==> src/rtl/wake_pkg.sv <==
`default_nettype none
// ============================================================================
// Module      : wake_pkg
// Description : Shared types and defaults for the wake-event qualifier:
//               FSM state encoding, default parameter values and a small
//               constant helper for sizing the hold/cooldown timer.
// Revision    : 1.0 - initial release
// ============================================================================
package wake_pkg;

    // Qualifier state encoding
    typedef enum logic [1:0] {
        ST_IDLE     = 2'd0,
        ST_CONFIRM  = 2'd1,
        ST_HOLD     = 2'd2,
        ST_COOLDOWN = 2'd3
    } wake_state_e;

    localparam int CONFIRM_N_DEF       = 2;
    localparam int HOLD_CYCLES_DEF     = 16;
    localparam int COOLDOWN_CYCLES_DEF = 64;
    localparam int COUNT_BW_DEF        = 16;

    // Larger of two integers, used when sizing the shared timer
    function automatic int max_int(input int a, input int b);
        return (a > b) ? a : b;
    endfunction

endpackage
`default_nettype wire

==> src/rtl/wake_irq_if.sv <==
`default_nettype none
// ============================================================================
// Module      : wake_irq_if
// Description : Decision inputs, control inputs and status outputs of the
//               wake-event qualifier. The master side drives decisions and
//               control, the slave side (the qualifier) drives status.
// Revision    : 1.0 - initial release
// ============================================================================
interface wake_irq_if #(
    parameter int COUNT_BW = wake_pkg::COUNT_BW_DEF
);
    logic                ctl_pipeline_en_i;
    logic                wrd_wake_i;
    logic                wrd_wake_valid_i;
    logic                clear_i;
    logic                wake_o;
    logic                irq_o;
    logic                busy_o;
    logic [COUNT_BW-1:0] wake_count_o;
    logic [COUNT_BW-1:0] decision_count_o;

    modport master (
        output ctl_pipeline_en_i,
        output wrd_wake_i,
        output wrd_wake_valid_i,
        output clear_i,
        input  wake_o,
        input  irq_o,
        input  busy_o,
        input  wake_count_o,
        input  decision_count_o
    );

    modport slave (
        input  ctl_pipeline_en_i,
        input  wrd_wake_i,
        input  wrd_wake_valid_i,
        input  clear_i,
        output wake_o,
        output irq_o,
        output busy_o,
        output wake_count_o,
        output decision_count_o
    );
endinterface
`default_nettype wire

==> src/rtl/wake_sat_counter.sv <==
`default_nettype none
// ============================================================================
// Module      : wake_sat_counter
// Description : Saturating up-counter with synchronous clear. A clear and an
//               increment in the same cycle leave the count at one.
// Revision    : 1.0 - initial release
// ============================================================================
module wake_sat_counter #(
    parameter int WIDTH = 16
) (
    input  logic             clk,
    input  logic             rst,
    input  logic             i_clear,
    input  logic             i_inc,
    output logic [WIDTH-1:0] o_count
);
    logic [WIDTH-1:0] r_count;

    // Clear first, then increment; stop at all-ones instead of wrapping
    always_ff @(posedge clk) begin
        if (rst) begin
            r_count <= '0;
        end else if (i_clear) begin
            r_count <= i_inc ? WIDTH'(1) : '0;
        end else if (i_inc && (r_count != '1)) begin
            r_count <= r_count + WIDTH'(1);
        end
    end

    assign o_count = r_count;
endmodule
`default_nettype wire

==> src/rtl/wake_irq.sv <==
`default_nettype none
// ============================================================================
// Module      : wake_irq
// Description : Wake-event qualifier. Requires CONFIRM_N consecutive positive
//               decisions, then drives a HOLD_CYCLES wake pulse, sets a sticky
//               interrupt and ignores decisions for COOLDOWN_CYCLES.
//               Build option WAKE_IRQ_STATS_EN adds saturating fire/decision
//               counters; without it both count outputs are tied to zero.
// Revision    : 1.0 - initial release
// ============================================================================
module wake_irq
    import wake_pkg::*;
#(
    parameter int CONFIRM_N       = CONFIRM_N_DEF,
    parameter int HOLD_CYCLES     = HOLD_CYCLES_DEF,
    parameter int COOLDOWN_CYCLES = COOLDOWN_CYCLES_DEF,
    parameter int COUNT_BW        = COUNT_BW_DEF
) (
    input  logic       clk_i,
    input  logic       rst_i,
    wake_irq_if.slave  bus
);
    localparam int RUN_W = $clog2(CONFIRM_N + 1);
    localparam int TMR_W = $clog2(max_int(HOLD_CYCLES, COOLDOWN_CYCLES) + 1);

    localparam logic [RUN_W-1:0] c_confirm   = RUN_W'(CONFIRM_N);
    localparam logic [TMR_W-1:0] c_hold_last = TMR_W'(HOLD_CYCLES - 1);
    // Unused when there is no cooldown; kept in range so it never goes negative
    localparam logic [TMR_W-1:0] c_cool_last =
        TMR_W'((COOLDOWN_CYCLES > 0) ? (COOLDOWN_CYCLES - 1) : 0);

    wake_state_e      r_state;
    logic [RUN_W-1:0] r_run;
    logic [TMR_W-1:0] r_timer;
    logic             r_wake;
    logic             r_busy;
    logic             r_irq;

    logic             w_en;
    logic             w_pos;
    logic             w_neg;
    logic [RUN_W-1:0] w_run_inc;
    logic             w_fire;

    assign w_en      = bus.ctl_pipeline_en_i;
    assign w_pos     = w_en && bus.wrd_wake_valid_i && bus.wrd_wake_i;
    assign w_neg     = w_en && bus.wrd_wake_valid_i && !bus.wrd_wake_i;
    assign w_run_inc = r_run + RUN_W'(1);

    // A fire is the transition into HOLD: the decision that completes the run
    assign w_fire = w_pos &&
                    (((r_state == ST_IDLE) && (CONFIRM_N == 1)) ||
                     ((r_state == ST_CONFIRM) && (w_run_inc == c_confirm)));

    // Qualifier FSM with run counter, shared hold/cooldown timer and registered outputs
    always_ff @(posedge clk_i) begin
        if (rst_i || !w_en) begin
            r_state <= ST_IDLE;
            r_run   <= '0;
            r_timer <= '0;
            r_wake  <= 1'b0;
            r_busy  <= 1'b0;
        end else if (w_fire) begin
            r_state <= ST_HOLD;
            r_run   <= '0;
            r_timer <= '0;
            r_wake  <= 1'b1;
            r_busy  <= 1'b1;
        end else begin
            case (r_state)
                ST_IDLE: begin
                    if (w_pos) begin
                        r_state <= ST_CONFIRM;
                        r_run   <= RUN_W'(1);
                    end
                end
                ST_CONFIRM: begin
                    if (w_pos) begin
                        r_run <= w_run_inc;
                    end else if (w_neg) begin
                        r_state <= ST_IDLE;
                        r_run   <= '0;
                    end
                end
                ST_HOLD: begin
                    if (r_timer == c_hold_last) begin
                        r_timer <= '0;
                        r_wake  <= 1'b0;
                        if (COOLDOWN_CYCLES == 0) begin
                            r_state <= ST_IDLE;
                            r_busy  <= 1'b0;
                        end else begin
                            r_state <= ST_COOLDOWN;
                        end
                    end else begin
                        r_timer <= r_timer + TMR_W'(1);
                    end
                end
                ST_COOLDOWN: begin
                    if (r_timer == c_cool_last) begin
                        r_state <= ST_IDLE;
                        r_timer <= '0;
                        r_busy  <= 1'b0;
                    end else begin
                        r_timer <= r_timer + TMR_W'(1);
                    end
                end
                default: begin
                    r_state <= ST_IDLE;
                    r_run   <= '0;
                    r_timer <= '0;
                    r_wake  <= 1'b0;
                    r_busy  <= 1'b0;
                end
            endcase
        end
    end

    // Sticky interrupt: a fire wins over a simultaneous clear
    always_ff @(posedge clk_i) begin
        if (rst_i) begin
            r_irq <= 1'b0;
        end else if (w_fire) begin
            r_irq <= 1'b1;
        end else if (bus.clear_i) begin
            r_irq <= 1'b0;
        end
    end

    assign bus.wake_o = r_wake;
    assign bus.irq_o  = r_irq;
    assign bus.busy_o = r_busy;

`ifdef WAKE_IRQ_STATS_EN
    logic                w_dec_inc;
    logic [COUNT_BW-1:0] w_wake_count;
    logic [COUNT_BW-1:0] w_dec_count;

    assign w_dec_inc = w_en && bus.wrd_wake_valid_i;

    wake_sat_counter #(
        .WIDTH (COUNT_BW)
    ) u_wake_cnt (
        .clk     (clk_i),
        .rst     (rst_i),
        .i_clear (bus.clear_i),
        .i_inc   (w_fire),
        .o_count (w_wake_count)
    );

    wake_sat_counter #(
        .WIDTH (COUNT_BW)
    ) u_dec_cnt (
        .clk     (clk_i),
        .rst     (rst_i),
        .i_clear (bus.clear_i),
        .i_inc   (w_dec_inc),
        .o_count (w_dec_count)
    );

    assign bus.wake_count_o     = w_wake_count;
    assign bus.decision_count_o = w_dec_count;
`else
    assign bus.wake_count_o     = '0;
    assign bus.decision_count_o = '0;
`endif

endmodule
`default_nettype wire

==> src/flat_wrapper.sv <==
// flat-port wrapper written by rule: the top's interface ports become plain ports
module wake_irq_flat import wake_pkg::*;
#(
    parameter int CONFIRM_N       = CONFIRM_N_DEF,
    parameter int HOLD_CYCLES     = HOLD_CYCLES_DEF,
    parameter int COOLDOWN_CYCLES = COOLDOWN_CYCLES_DEF,
    parameter int COUNT_BW        = COUNT_BW_DEF
)
  (clk_i, rst_i, bus_ctl_pipeline_en_i, bus_wrd_wake_i, bus_wrd_wake_valid_i, bus_clear_i, bus_wake_o, bus_irq_o, bus_busy_o, bus_wake_count_o, bus_decision_count_o);
  wake_irq_if #(.COUNT_BW(COUNT_BW)) bus_i ();
  input  logic clk_i;
  input  logic rst_i;
  input wire logic [$bits(bus_i.ctl_pipeline_en_i)-1:0] bus_ctl_pipeline_en_i;
  input wire logic [$bits(bus_i.wrd_wake_i)-1:0] bus_wrd_wake_i;
  input wire logic [$bits(bus_i.wrd_wake_valid_i)-1:0] bus_wrd_wake_valid_i;
  input wire logic [$bits(bus_i.clear_i)-1:0] bus_clear_i;
  output wire logic [$bits(bus_i.wake_o)-1:0] bus_wake_o;
  output wire logic [$bits(bus_i.irq_o)-1:0] bus_irq_o;
  output wire logic [$bits(bus_i.busy_o)-1:0] bus_busy_o;
  output wire logic [$bits(bus_i.wake_count_o)-1:0] bus_wake_count_o;
  output wire logic [$bits(bus_i.decision_count_o)-1:0] bus_decision_count_o;
  assign bus_i.ctl_pipeline_en_i = bus_ctl_pipeline_en_i;
  assign bus_i.wrd_wake_i = bus_wrd_wake_i;
  assign bus_i.wrd_wake_valid_i = bus_wrd_wake_valid_i;
  assign bus_i.clear_i = bus_clear_i;
  assign bus_wake_o = bus_i.wake_o;
  assign bus_irq_o = bus_i.irq_o;
  assign bus_busy_o = bus_i.busy_o;
  assign bus_wake_count_o = bus_i.wake_count_o;
  assign bus_decision_count_o = bus_i.decision_count_o;
  wake_irq #(.CONFIRM_N(CONFIRM_N), .HOLD_CYCLES(HOLD_CYCLES), .COOLDOWN_CYCLES(COOLDOWN_CYCLES), .COUNT_BW(COUNT_BW)) u_core (.clk_i(clk_i), .rst_i(rst_i), .bus(bus_i));
endmodule
==> config.mk <==
export PLATFORM = sky130hd
export DESIGN_NAME = wake_irq_flat
export DESIGN_NICKNAME = d
export VERILOG_FILES = /design/src/rtl/wake_pkg.sv /design/src/rtl/wake_irq_if.sv /design/src/rtl/wake_sat_counter.sv /design/src/rtl/wake_irq.sv /design/src/flat_wrapper.sv
export SDC_FILE = /design/constraint.sdc
export NUM_CORES = 1
export LEC_CHECK = 0
export ABC_AREA = 1
export CAP_MARGIN = 20
export CORE_ASPECT_RATIO = 1.75
export CORE_MARGIN = 2
export CORE_UTILIZATION = 28
export CTS_BUF_LIST = sky130_fd_sc_hd__clkbuf_4
export CTS_CLUSTER_SIZE = 25
export DETAILED_ROUTE_END_ITERATION = 7
export RECOVER_POWER = 25
export SLEW_MARGIN = 20
export SYNTH_ARGS = -nofsm -noshare
export SYNTH_HDL_FRONTEND = slang
export SYNTH_HIERARCHICAL = 1
export SYNTH_SLANG_ARGS = --single-unit
export TNS_END_PERCENT = 10
==> constraint.sdc <==
create_clock -name clk_i -period 1.45 [get_ports clk_i]
set_clock_uncertainty 0.2 [all_clocks]
set_input_delay 0.2175 -clock clk_i [delete_from_list [all_inputs] [get_ports clk_i]]
set_output_delay 0.2175 -clock clk_i [all_outputs]
set_load 0.005 [all_outputs]
==> metrics.txt <==
nets=165; drt total wl=1750 µm; min Tclk post-route=1410 ps; Logic pwr share=9.8%; Seq pwr share=57.7%; P_leak=0.506 nW; layout cells sized above 1=23.7%; Net Sw Frac=24.3%; unrepaired setup endpoints after global routing=yes; DR vias=790; VDD IR max=0.000409 V; Hold Path Depth=2; Final Cycle Share=97.2%; Synth Warn #=6; WL/cell=8.72 µm; WP data required=1420 ps; WHS=259 ps; max cap viols=0; Mapped Avg Cell Area=7.22 µm²; GRT Total Usage=8.38%; hold_buf cts=0; most frequent cells in the layout=conb_1 (32), nand2_1 (20), inv_1 (12); Max clock buf depth=2; Synth cell types=23; final-report hold violation count=0; status=complete, no violations; CP peak stage delay=360 ps; Overflow after GRT=0; most common cell after layout, fill and taps aside=conb_1; HPWL Detailed=1450 µm; postcts setup bufs=0; Rows=28; die area=4130 µm²; Synth area leader=dfxtp_1; n_diodes=0; synth top area cells=dfxtp_1 (28%), buf_4 (24%), nand2_1 (8.2%), nor2_1 (5.6%), a21oi_1 (5.0%); Chip Height=83.5 µm; FILL cells=396; Starting Density=29.4%; Cells after Synth=140; FF/Latch Area=284 µm²; CP Capture Type=register; placer congestion estimate=0.782; Setup CP Type=reg2reg; Boundary Pins=41; Setup TNS Final=0 ps; drt first pass iters=4; TritonCTS Sinks=14; Setup-failing EPs final=0; cells along the critical path=ha_4 > nand3_4 > nor2_4 > nand2_2 > nand3_4 > nor2_1; utilization after layout=33.9%; initial antenna violation count=0; die width=49.4 µm; clock share of power=32.5%; Hold WC Path Type=reg2reg; H-tree depth=1; Arr. time, crit path=1370 ps; crit-path most repeated cell=nand3_4; pwr/cell area=577 nW/µm²; Yosys top cell area share=27.7%; Area Overhead vs Synth=15.0%; total CTS buffers=3; DRC viols=0; Post-Syn Area=1010 µm²; crit path launch type=register; Int Pwr=0.000507 W; worst slack, placed=-230 ps; Slew Viols, Final=0; FMAX=0.710 GHz; Clock Root Buffer=clkbuf_4; total power=0.000670 W; First DRT Iteration DRCs=16; post-synthesis register bit count=14; slowest CP cell=dfxtp_2; FF-to-FF path depth=6; register area share after synthesis=27.7%; CTS tree=yes; Avg Vias per Cell=3.93; DRT antenna net count=0; pin count of the biggest net entering global routing=10; clock-pin slew on the worst setup and hold paths=80 ps; global-route wire length before repair=2750 µm; Port Buf Inserts=8; core area=3430 µm²; fin worst setup slack=40.8 ps; CP Max Fanout=4; vias in the first global route=723; Sw Pwr=0.000163 W; worst skew pair latency=270 ps; area of the multi-input gates=612 µm²
-- worst max-delay path, delay by kind of cell (launching register included) --
family	cells	cell delay [ps]
adder cells (fa/ha/maj)	1	170
flip-flops	1	360
AND/OR/NAND/NOR	5	570
-- power groups by stage --
stage               registers [W]  clock network (W)   logic, W
global route             0.000387           0.000257  0.0000746
finish                   0.000387           0.000218  0.0000654
global placement         0.000396                  0  0.0000626
CTS                      0.000387           0.000235  0.0000632
detailed placement       0.000396                  0  0.0000631
floorplan                0.000395                  0   0.000103
-- metal layers --
| metal | global-route usage (%) | share of wire (%) | vias up |
|---|---|---|---|
| met5 | 0 | 0 | - |
| met4 | 4.80 | 1.3 | 0 |
| met3 | 1.08 | 6.7 | 4 |
| met2 | 16.8 | 57 | 35 |
| met1 | 7.51 | 35 | 346 |
| li1 | - | - | 405 |
-- synth_stat cells (all sizes together) --
| master | count |
|---|---|
| nor2 | 22 |
| buf | 33 |
| o21ai | 4 |
| ha | 2 |
| nand2 | 24 |
| nor3b | 1 |
| a21oi | 10 |
| o21bai | 1 |
| dfxtp | 14 |
| conb | 1 |
| inv | 15 |
| xnor2 | 1 |
| nand3 | 8 |
| xor2 | 3 |
| or2 | 1 |
-- flip-flops by register name, indices dropped and copies added, names as in the netlist --
register,flops
u_core/bus.irq_o,1
u_core/bus.busy_o,1
u_core/bus.wake_o,1
u_core/r_state,2
u_core/r_run,2
u_core/r_timer,7
-- per-stage QoR --
stage               instances  instance area (µm²)
detailed placement        197                 1060
floorplan                 171                 1130
global placement          197                 1060
CTS                       201                 1090
global route              201                 1160
finish                    201                 1160
-- what timing repair did --
action	in CTS	in global routing
endpoints found under the setup margin	11	12
cloned	0	0
pin swaps	3	5
resized for setup	8	17
-- final cells by class --
| class | count | area share [%] |
|---|---|---|
| timing repair buffer | 14 | 10.8 |
| inverter | 15 | 5.06 |
| clock inverter | 1 | 0.323 |
| sequential | 14 | 24.4 |
| clock buffer | 3 | 1.94 |
| tap | 45 | 4.84 |
| multi-input combinational | 109 | 52.6 |
-- worst paths after layout --
kind,endpoint,slack (ps),start
hold reg to reg,u_core/bus.busy_o,260,u_core/bus.busy_o
setup / recovery,u_core/r_timer[0],40,u_core/r_timer[0]
setup reg to reg,u_core/r_timer[0],40,u_core/r_timer[0]
hold / removal,u_core/bus.busy_o,260,u_core/bus.busy_o
-- logic make-up (layout without fill, tap and decap cells) --
logic type	after synthesis	count (layout)	synth area share (%)
AND/OR/NAND/NOR	56	56	27.6
AO/OA/AOI/OAI	15	15	7.67
other	1	32	0.371
buffers and inverters	48	33	30.7
flip-flops	14	14	27.7
adder cells (fa/ha/maj)	2	2	2.47
XOR/XNOR	4	4	3.47
Note: power is estimated with default switching activity, not from simulation.
